File: config.mk
export PLATFORM = sky130hd
export DESIGN_NAME = bit_serializer
export DESIGN_NICKNAME = d
export VERILOG_FILES = /design/src/rtl/bit_serializer_pkg.sv /design/src/rtl/bit_serializer_mux.sv /design/src/rtl/bit_serializer.sv
export SDC_FILE = /design/constraint.sdc
export NUM_CORES = 1
export LEC_CHECK = 0
export ABC_AREA = 1
export BUFFER_PORTS_ARGS = -buffer_cell sky130_fd_sc_hd__buf_4
export CORE_ASPECT_RATIO = 0.7
export CORE_MARGIN = 4
export CORE_UTILIZATION = 50
export CTS_CLUSTER_SIZE = 40
export DETAILED_ROUTE_END_ITERATION = 10
export PLACE_DENSITY = 0.73
export SYNTH_ARGS = -nofsm -noshare
export SYNTH_HDL_FRONTEND = slang
export SYNTH_SLANG_ARGS = --single-unit
File: constraint.sdc
create_clock -name clk -period 4.4 [get_ports clk]
set_input_delay 0 -clock clk [delete_from_list [all_inputs] [get_ports clk]]
set_output_delay 0 -clock clk [all_outputs]
set_load 0.02 [all_outputs]
File: src/rtl/bit_serializer_pkg.sv
// Shared constants for the bit serializer: word width, bit-address width, FSM encoding.
// Latency: n/a (constants only).
// Backpressure: n/a.
package bit_serializer_pkg;

    // Parallel word width, which is also the number of mux inputs.
    localparam int SER_WIDTH  = 20;
    // Bit-address width, wide enough to index every bit of the word.
    localparam int SER_ADDR_W = 5;

    // FSM encoding. Kept as plain logic constants so older tools can read it.
    localparam logic [0:0] ST_IDLE = 1'b0;
    localparam logic [0:0] ST_SEND = 1'b1;

endpackage

File: src/rtl/bit_serializer_mux.sv
// WIDTH:1 bit-select multiplexor. An address outside the word selects 0.
// Latency: combinational, 0 cycles.
// Backpressure: none. The output follows the inputs.
module bit_serializer_mux #(
    parameter int WIDTH  = 20,
    parameter int ADDR_W = 5
) (
    input  logic [WIDTH-1:0]  in,
    input  logic [ADDR_W-1:0] addr,
    output logic              out
);

    // Compare against each index so that no out-of-range part-select is ever formed.
    always_comb begin
        out = 1'b0;
        for (int i = 0; i < WIDTH; i++) begin
            if (addr == ADDR_W'(i)) begin
                out = in[i];
            end
        end
    end

endmodule

File: src/rtl/bit_serializer.sv
// Serializes one parallel word, LSB first, over a valid/ready bit stream.
// Latency: the first bit is valid 1 cycle after input acceptance, with 1 IDLE cycle between words.
// Backpressure: out_ready low freezes the bit, last flag and address. in_ready depends only on state.
module bit_serializer
    import bit_serializer_pkg::*;
#(
    parameter int WIDTH  = SER_WIDTH,
    parameter int ADDR_W = SER_ADDR_W
) (
    input  logic              clk,
    input  logic              rst_n,
    input  logic [WIDTH-1:0]  in_data,
    input  logic [ADDR_W-1:0] in_len,
    input  logic              in_valid,
    output logic              in_ready,
    output logic              out_bit,
    output logic              out_valid,
    input  logic              out_ready,
    output logic              out_last,
    output logic              busy
);

    logic [0:0]        state_q, state_d;
    logic [ADDR_W-1:0] addr_q,  addr_d;
    logic [ADDR_W-1:0] last_q,  last_d;
    logic [WIDTH-1:0]  word_q,  word_d;
    logic [ADDR_W-1:0] in_last_idx;

    // Index of the final bit. A length of 0, or one longer than the word, means the full word.
    always_comb begin
        if ((in_len == '0) || (in_len > ADDR_W'(WIDTH))) begin
            in_last_idx = ADDR_W'(WIDTH - 1);
        end else begin
            in_last_idx = in_len - ADDR_W'(1);
        end
    end

    // Handshake outputs come only from state, so there is no path from in_valid or out_ready.
    assign in_ready  = (state_q == ST_IDLE);
    assign out_valid = (state_q == ST_SEND);
    assign busy      = (state_q == ST_SEND);
    assign out_last  = out_valid && (addr_q == last_q);

    // Next-state logic. The word register is cleared when a word finishes, so out_bit reads 0 in IDLE.
    always_comb begin
        state_d = state_q;
        addr_d  = addr_q;
        last_d  = last_q;
        word_d  = word_q;
        case (state_q)
            ST_IDLE: begin
                if (in_valid) begin
                    state_d = ST_SEND;
                    word_d  = in_data;
                    addr_d  = '0;
                    last_d  = in_last_idx;
                end
            end
            default: begin
                if (out_ready) begin
                    if (out_last) begin
                        state_d = ST_IDLE;
                        word_d  = '0;
                        addr_d  = '0;
                    end else begin
                        addr_d  = addr_q + ADDR_W'(1);
                    end
                end
            end
        endcase
    end

    // State registers. Reset abandons any word in flight at once.
    always_ff @(posedge clk or negedge rst_n) begin
        if (!rst_n) begin
            state_q <= ST_IDLE;
            addr_q  <= '0;
            last_q  <= '0;
            word_q  <= '0;
        end else begin
            state_q <= state_d;
            addr_q  <= addr_d;
            last_q  <= last_d;
            word_q  <= word_d;
        end
    end

    // Bit selection goes through the shared multiplexor.
    bit_serializer_mux #(
        .WIDTH  (WIDTH),
        .ADDR_W (ADDR_W)
    ) u_mux (
        .in   (word_q),
        .addr (addr_q),
        .out  (out_bit)
    );

endmodule

==> results of run 1 <==
-- tightest hold or removal path: stages --
cell,delay [ns]
buf_4,0.11
xnor2_1,0.11
o21ai_0,0.08
-- sequential cells by signal (all words and copies together) (netlist names) --
register,count
busy,1
word_q,20
addr_q,5
last_q,5
-- timing repair --
item | 4_1_cts | 5_1_grt
setup endpoints to repair | 0 | 0
hold endpoints to repair | 52 | 0
resized for setup | 0 | 0
hold buffers | 22 | 0
-- cell type report --
cell class,count,share of cell area
clock buffer,6,0.0299
clock inverter,2,0.00516
inverter,46,0.0722
multi-input combinational,167,0.354
sequential,31,0.320
tap,50,0.0258
timing repair buffer,55,0.193
-- per-layer routing --
layer,GRT usage,part of all wire,up-vias
met5,0,0,-
met4,0.0289,0.0039,0
met3,0.0547,0.067,3
met2,0.296,0.41,48
met1,0.306,0.52,784
li1,-,-,892
-- power by group --
group,total (uW),internal [uW],switching [uW],leakage [uW]
logic,650,260,391,0.000823
clock network,222,110,111,0.0000412
registers,517,413,104,0.000381
total,1390,783,607,0.00125
-- how the worst max path moves through the flow --
stage               startpoint   endpoint  slack (ns)  cells past startpoint
finish               addr_q[1]    out_bit        1.97                     21
global route         addr_q[0]    out_bit        1.73                     20
CTS                  addr_q[0]    out_bit        1.97                     20
detailed placement        busy  last_q[1]        2.28                      6
global placement     addr_q[1]    out_bit        2.30                     21
floorplan            addr_q[0]    out_bit        2.55                     19
-- placed cells by master (no fill, tap or decap), drive strengths merged --
cell         count
dlygate4sd3     22
nand3           24
and3             1
nor2            16
o41ai            1
clkbuf           6
clkinv           1
nor3             4
a21oi            3
a21o             1
nand2           71
xor2             4
dfrtp           31
o32ai            1
inv             46
clkinvlp         1
a22oi            2
ha               7
nor4             1
o21ai           24
o22ai            3
buf             33
xnor2            4
-- per-stage QoR --
step | power, uW | utilization | setup slack [ns] | hold slack [ns]
2_1_floorplan | 975 | - | 2.55 | -0.296
3_3_place_gp | 1140 | 0.596 | 2.30 | -0.0428
3_5_place_dp | 1150 | 0.596 | 2.28 | -0.0419
4_1_cts | 1390 | 0.682 | 1.97 | 0.0324
5_1_grt | 1520 | 0.682 | 1.73 | 0.0616
6_report | 1390 | 0.682 | 1.97 | 0.0472
-- kinds of logic after synthesis --
| family | count (synthesis) | share of synthesized area |
|---|---|---|
| AND/OR/NAND/NOR | 117 | 0.272 |
| buffers and inverters | 53 | 0.119 |
| XOR/XNOR | 8 | 0.0377 |
| AO/OA/AOI/OAI | 35 | 0.106 |
| adder cells (fa/ha/maj) | 7 | 0.0472 |
| flip-flops | 31 | 0.418 |
-- synthesized netlist by cell type --
cell and number:
a21o_1 1, a21oi_1 2, a21oi_2 1, a22oi_1 2, and3_1 1, buf_2 1, buf_4 1, buf_6 2
clkbuf_1 3, dfrtp_1 31, ha_1 7, inv_1 42, inv_2 3, inv_4 1, nand2_1 71, nand3_1 24
nor2_1 12, nor2_2 3, nor2_4 1, nor3_1 2, nor3_2 2, nor4_1 1, o21ai_0 24, o22ai_1 3
o32ai_1 1, o41ai_1 1, xnor2_1 4, xor2_1 4
==> reports/summary.txt, run 1 <==
Status: finished clean
FF-to-FF End: last_q[1]
Die Ht: 59.0 um
Worst Path Buf+Inv: 2
Non-Filler Instances: 357
Design Area, Final: 2430 um2
CP max FO: 6
FF-to-FF path depth: 6
Syn_nets: 287
Cell Pwr Density: 573 nW/um2
Area of the multi-input gates: 860 um2
CTS Root Buffer Type: clkbuf_8
Clk_lat worst skew: 0.28 ns
Min-Delay Startpoint: in_len[2]
Core Area: 3560 um2
Clock tree from TritonCTS: built
Clock Skew: 0.00625 ns
Sequential cell area fraction in the yosys report: 0.418
Number of vias per cell: 4.84
Initial core utilization: 0.522
Max cap viols: 0
Sink Count: 31
Buffers on Ports: 33
Crit path kind: reg -> out
GP Congestion: 0.833
Share of the synthesized area in the top cell type: 0.418
CP Data Arrival Time: 2.43 ns
Synth top area cells: dfrtp_1, nand2_1, inv_1
RSZ-0062 raised after global routing: no
Number of global-route vias before repair: 1,587
Register area: 776 um2
Slowest CP cell: dfrtp_1
I/O pin cnt: 34
Maximum clock insertion buffer count: 2
FF-to-FF Start: busy
Diodes inserted: 0
Routed WL per cell: 12.3 um
Die ar.: 4770 um2
CP Capture Type: output port
Placement Cell Area: 2120 um2
WL final: 4390 um
First-pass GRT wire length: 7360 um
Static leakage: 0.00125 uW
DRT iter0 DRCs: 141
Register bit count reported by yosys: 31
Hold worst-path end: last_q[2]
Final min period: 2.43 ns
Slew @ Worst Pin: 0.675 ns
CP top delay family: simple AND/OR/NAND/NOR gates
Hold Fails Final Rpt: 0
HP Class: in -> reg
Setup TNS: 0 ns
Hpwl dp: 3110 um
Row cnt: 18
DRC violations left: 0
GR Overflow Total: 0
Largest net degree at the start of global routing: 32
Num CTS Buffers: 5
Mapped Area: 1860 um2
Share of layout cells above drive strength 1: 0.166
Antenna violations before repair: 0
Fillers: 311
Area Overhead vs Synth: 30.7%
Max-slew headroom: 0.549
Final net count: 342
Clk pin slew, worst setup/hold paths: 0.07 ns
Critical-path cell list: inv_1, ha_1, nand3_1, nand3_1, nand2_1, nand3_1, nand2_1, nand2_1, nand2_1, nand2_1, nand2_1, nand2_1, nand2_1, nand2_1, nand2_1, nand2_1, nand2_1, nand2_1, nand2_1, a21oi_2, buf_4
Maximum clock rate: 0.411 GHz
DR pass1 iterations: 4
Count of cell types in the netlist: 28
Crit-path max cell delay: 0.41 ns
Yosys warns: 0
Die X: 80.8 um
Placed instance count: 327
Setup Viol. Count Final: 0
Most common cell on crit path: nand2_1
Final Slew Violations: 0
Mean Syn Cell Area: 7.40 um2
Largest area contributor in the netlist: dfrtp_1
Req. time, crit path: 4.40 ns
Hold Path Cell Cnt: 3
CP startpoint kind: flip-flop
Via count: 1,727
Reg-to-reg setup timing slack: 2.29 ns
GR Util All Layers: 0.202
Post-CTS Setup Inserts: 0
Post-DRT Antenna Nets: 0
VDD IR max: 0.282 mV
Mapped Cells: 251
Period utilization: 0.553
H-tree depth: 2
Note: power is estimated with default switching activity, not from simulation.
==> run 2: changes to the inputs <==
==> constraint.sdc (replaced) <==
create_clock -name clk -period 2.25 [get_ports clk]
set_input_delay 0 -clock clk [delete_from_list [all_inputs] [get_ports clk]]
set_output_delay 0 -clock clk [all_outputs]
set_load 0.02 [all_outputs]
==> run 2 against run 1 <==
Compared with the run above: the run now ends with negative setup slack left; critical path depth is 1 higher; die area is the same; first-iteration DRC count up 27%; critical path type unchanged; largest cell class unchanged; highest routed layer unchanged.
==> reports/summary.txt, run 2 (synthesis results as in run 1) <==
Cell Pwr Density: 1190 nW/um2 (+110%)
Clk pin slew, worst setup/hold paths: 0.06 ns (about the same)
Biggest regs: word_q: 20 flops, addr_q: 5 flops, last_q: 5 flops
Non-Filler Instances: 373 (+4.5%)
Most common cell on crit path: nand2_1
Hold Fails Final Rpt: 0 (unchanged)
Post-DRT Antenna Nets: 0 (unchanged)
Via count: 1,816 (+5.2%)
Hpwl dp: 3240 um (+4.2%)
Final min period: 2.28 ns
Crit path kind: reg -> out
Area Overhead vs Synth: 43.5%
Status: finished, violations left
Core Area: 3560 um2 (unchanged)
Clock tree from TritonCTS: built
I/O pin cnt: 34 (unchanged)
Most frequent cells in the layout: nand2_1, buf_4, inv_1, dfrtp_1, o21ai_0
Leading cell type in the layout, fill and taps excluded: nand2_1
Row cnt: 18 (unchanged)
CP max FO: 5 (-1)
Routed WL per cell: 13.0 um (+5.3%)
Num CTS Buffers: 5 (unchanged)
CP startpoint kind: flip-flop
H-tree depth: 2 (unchanged)
Clk_lat worst skew: 0.28 ns (about the same)
DRT iter0 DRCs: 179 (+27%)
Initial core utilization: 0.522 (unchanged)
First-pass GRT wire length: 7890 um (+7.1%)
Final Slew Violations: 0 (unchanged)
Static leakage: 0.00135 uW (+8.5%)
Die X: 80.8 um (unchanged)
RSZ-0062 raised after global routing: yes
GR Util All Layers: 0.221 (+0.0186)
GP Congestion: 0.969 (+16%)
Critical-path cell list: inv_2, ha_4, buf_4, nand2_1, nand2_1, inv_1, nand3_2, nand2_1, nand2_1, nand2_1, nand2_1, nand2_1, nand2_1, nand2_1, nand2_1, nand2_1, nand2_1, nand2_1, nand2_1, nand2_1, a21oi_2, buf_4
Slew @ Worst Pin: 0.395 ns (-0.280 ns)
GR Overflow Total: 0 (unchanged)
Crit-path max cell delay: 0.42 ns (about the same)
Slowest CP cell: dfrtp_1
Setup Viol. Count Final: 1 (+1)
WL final: 4830 um (+10%)
Largest net degree at the start of global routing: 32 (unchanged)
Failing checks: negative setup slack
Sink Count: 31 (unchanged)
Register bank with the most flops: word_q
Maximum clock insertion buffer count: 2 (unchanged)
Req. time, crit path: 2.25 ns (-2.15 ns)
Period utilization: 1.01
HP Class: in -> reg
CP Data Arrival Time: 2.28 ns (-0.15 ns)
CTS Root Buffer Type: clkbuf_8
CP Capture Type: output port
Die ar.: 4770 um2 (unchanged)
Max-slew headroom: 0.737 (+0.187)
Fin worst setup slack: -0.0329 ns (-2.00 ns)
Setup TNS: -0.0329 ns (-0.0329 ns)
Placed instance count: 331 (+1.2%)
Number of vias per cell: 4.87 (+0.64%)
Diodes inserted: 0 (unchanged)
Buffers on Ports: 33 (unchanged)
Maximum clock rate: 0.438 GHz
DP Worst Slack: 0.180 ns (-2.10 ns)
Max cap viols: 0 (unchanged)
VDD IR max: 0.751 mV (+170%)
Final net count: 358 (+4.7%)
Post-Route Utilization: 0.749 (+0.0672)
Flip-flop count of the largest register after layout: 20 (unchanged)
Number of global-route vias before repair: 1,727 (+8.8%)
Clock Skew: 0.00609 ns (-0.000156 ns)
Antenna violations before repair: 0 (unchanged)
DR pass1 iterations: 4 (unchanged)
Die Ht: 59.0 um (unchanged)
Share of layout cells above drive strength 1: 0.251 (+0.0847)
Fillers: 296 (-4.8%)
DRC violations left: 0 (unchanged)
run 2: worst paths after layout:
check                          start         to  cells past startpoint  slack, ns
min reg2reg                word_q[3]  word_q[3]                      2       0.51
min                        in_len[3]  last_q[3]                      3       0.02
max in group asynchronous      rst_n  addr_q[0]                      2       1.76
max                        addr_q[1]    out_bit                     22      -0.03
max reg2reg                addr_q[0]  word_q[0]                      9       0.48
min in group asynchronous      rst_n  word_q[0]                      2       0.19
run 2: area by class of cell:
cell class	instances	area [um2]	share of cell area
tap	50	62.6	0.0235
sequential	31	779	0.292
inverter	46	178	0.0667
clock buffer	6	82.6	0.0310
multi-input combinational	167	936	0.351
timing repair buffer	71	592	0.222
clock inverter	2	35.0	0.0131
run 2: report_power, final:
| part | switching, uW | leakage (uW) | internal, uW | total [uW] |
|---|---|---|---|---|
| combinational | 894 | 0.000914 | 702 | 1600 |
| clock | 202 | 0.0000612 | 358 | 560 |
| sequential | 191 | 0.000377 | 813 | 1000 |
run 2: per-layer routing:
metal  share of wire  global-route usage
met1            0.46               0.293
met2            0.44               0.347
met3           0.084              0.0547
met4           0.015              0.0916
met5               0                   0
run 2: repair_timing:
action | CTS | global route
buffers inserted | 3 | 9
hold buffers | 22 | 0
gates resized for setup | 14 | 7
endpoints found under the hold margin | 52 | 0
setup endpoints to repair | 1 | 1
pin swaps | 4 | 6
run 2: stage by stage:
step           hold WS (ns)  power [uW]  area (um2)
6_report             0.0235        3160        2670
5_1_grt              0.0386        3430        2670
4_1_cts              0.0193        2990        2570
3_5_place_dp        -0.0509        2270        2150
3_3_place_gp        -0.0463        2230        2150
2_1_floorplan        -0.296        1910        1860
run 2: critical path: cells and delay by family, from the launching register on:
kind | cells | cell delay (ns)
compound gates | 1 | 0.11
fa+ha+maj | 1 | 0.18
buf+inv | 4 | 0.45
flops | 1 | 0.42
simple gates | 16 | 0.84
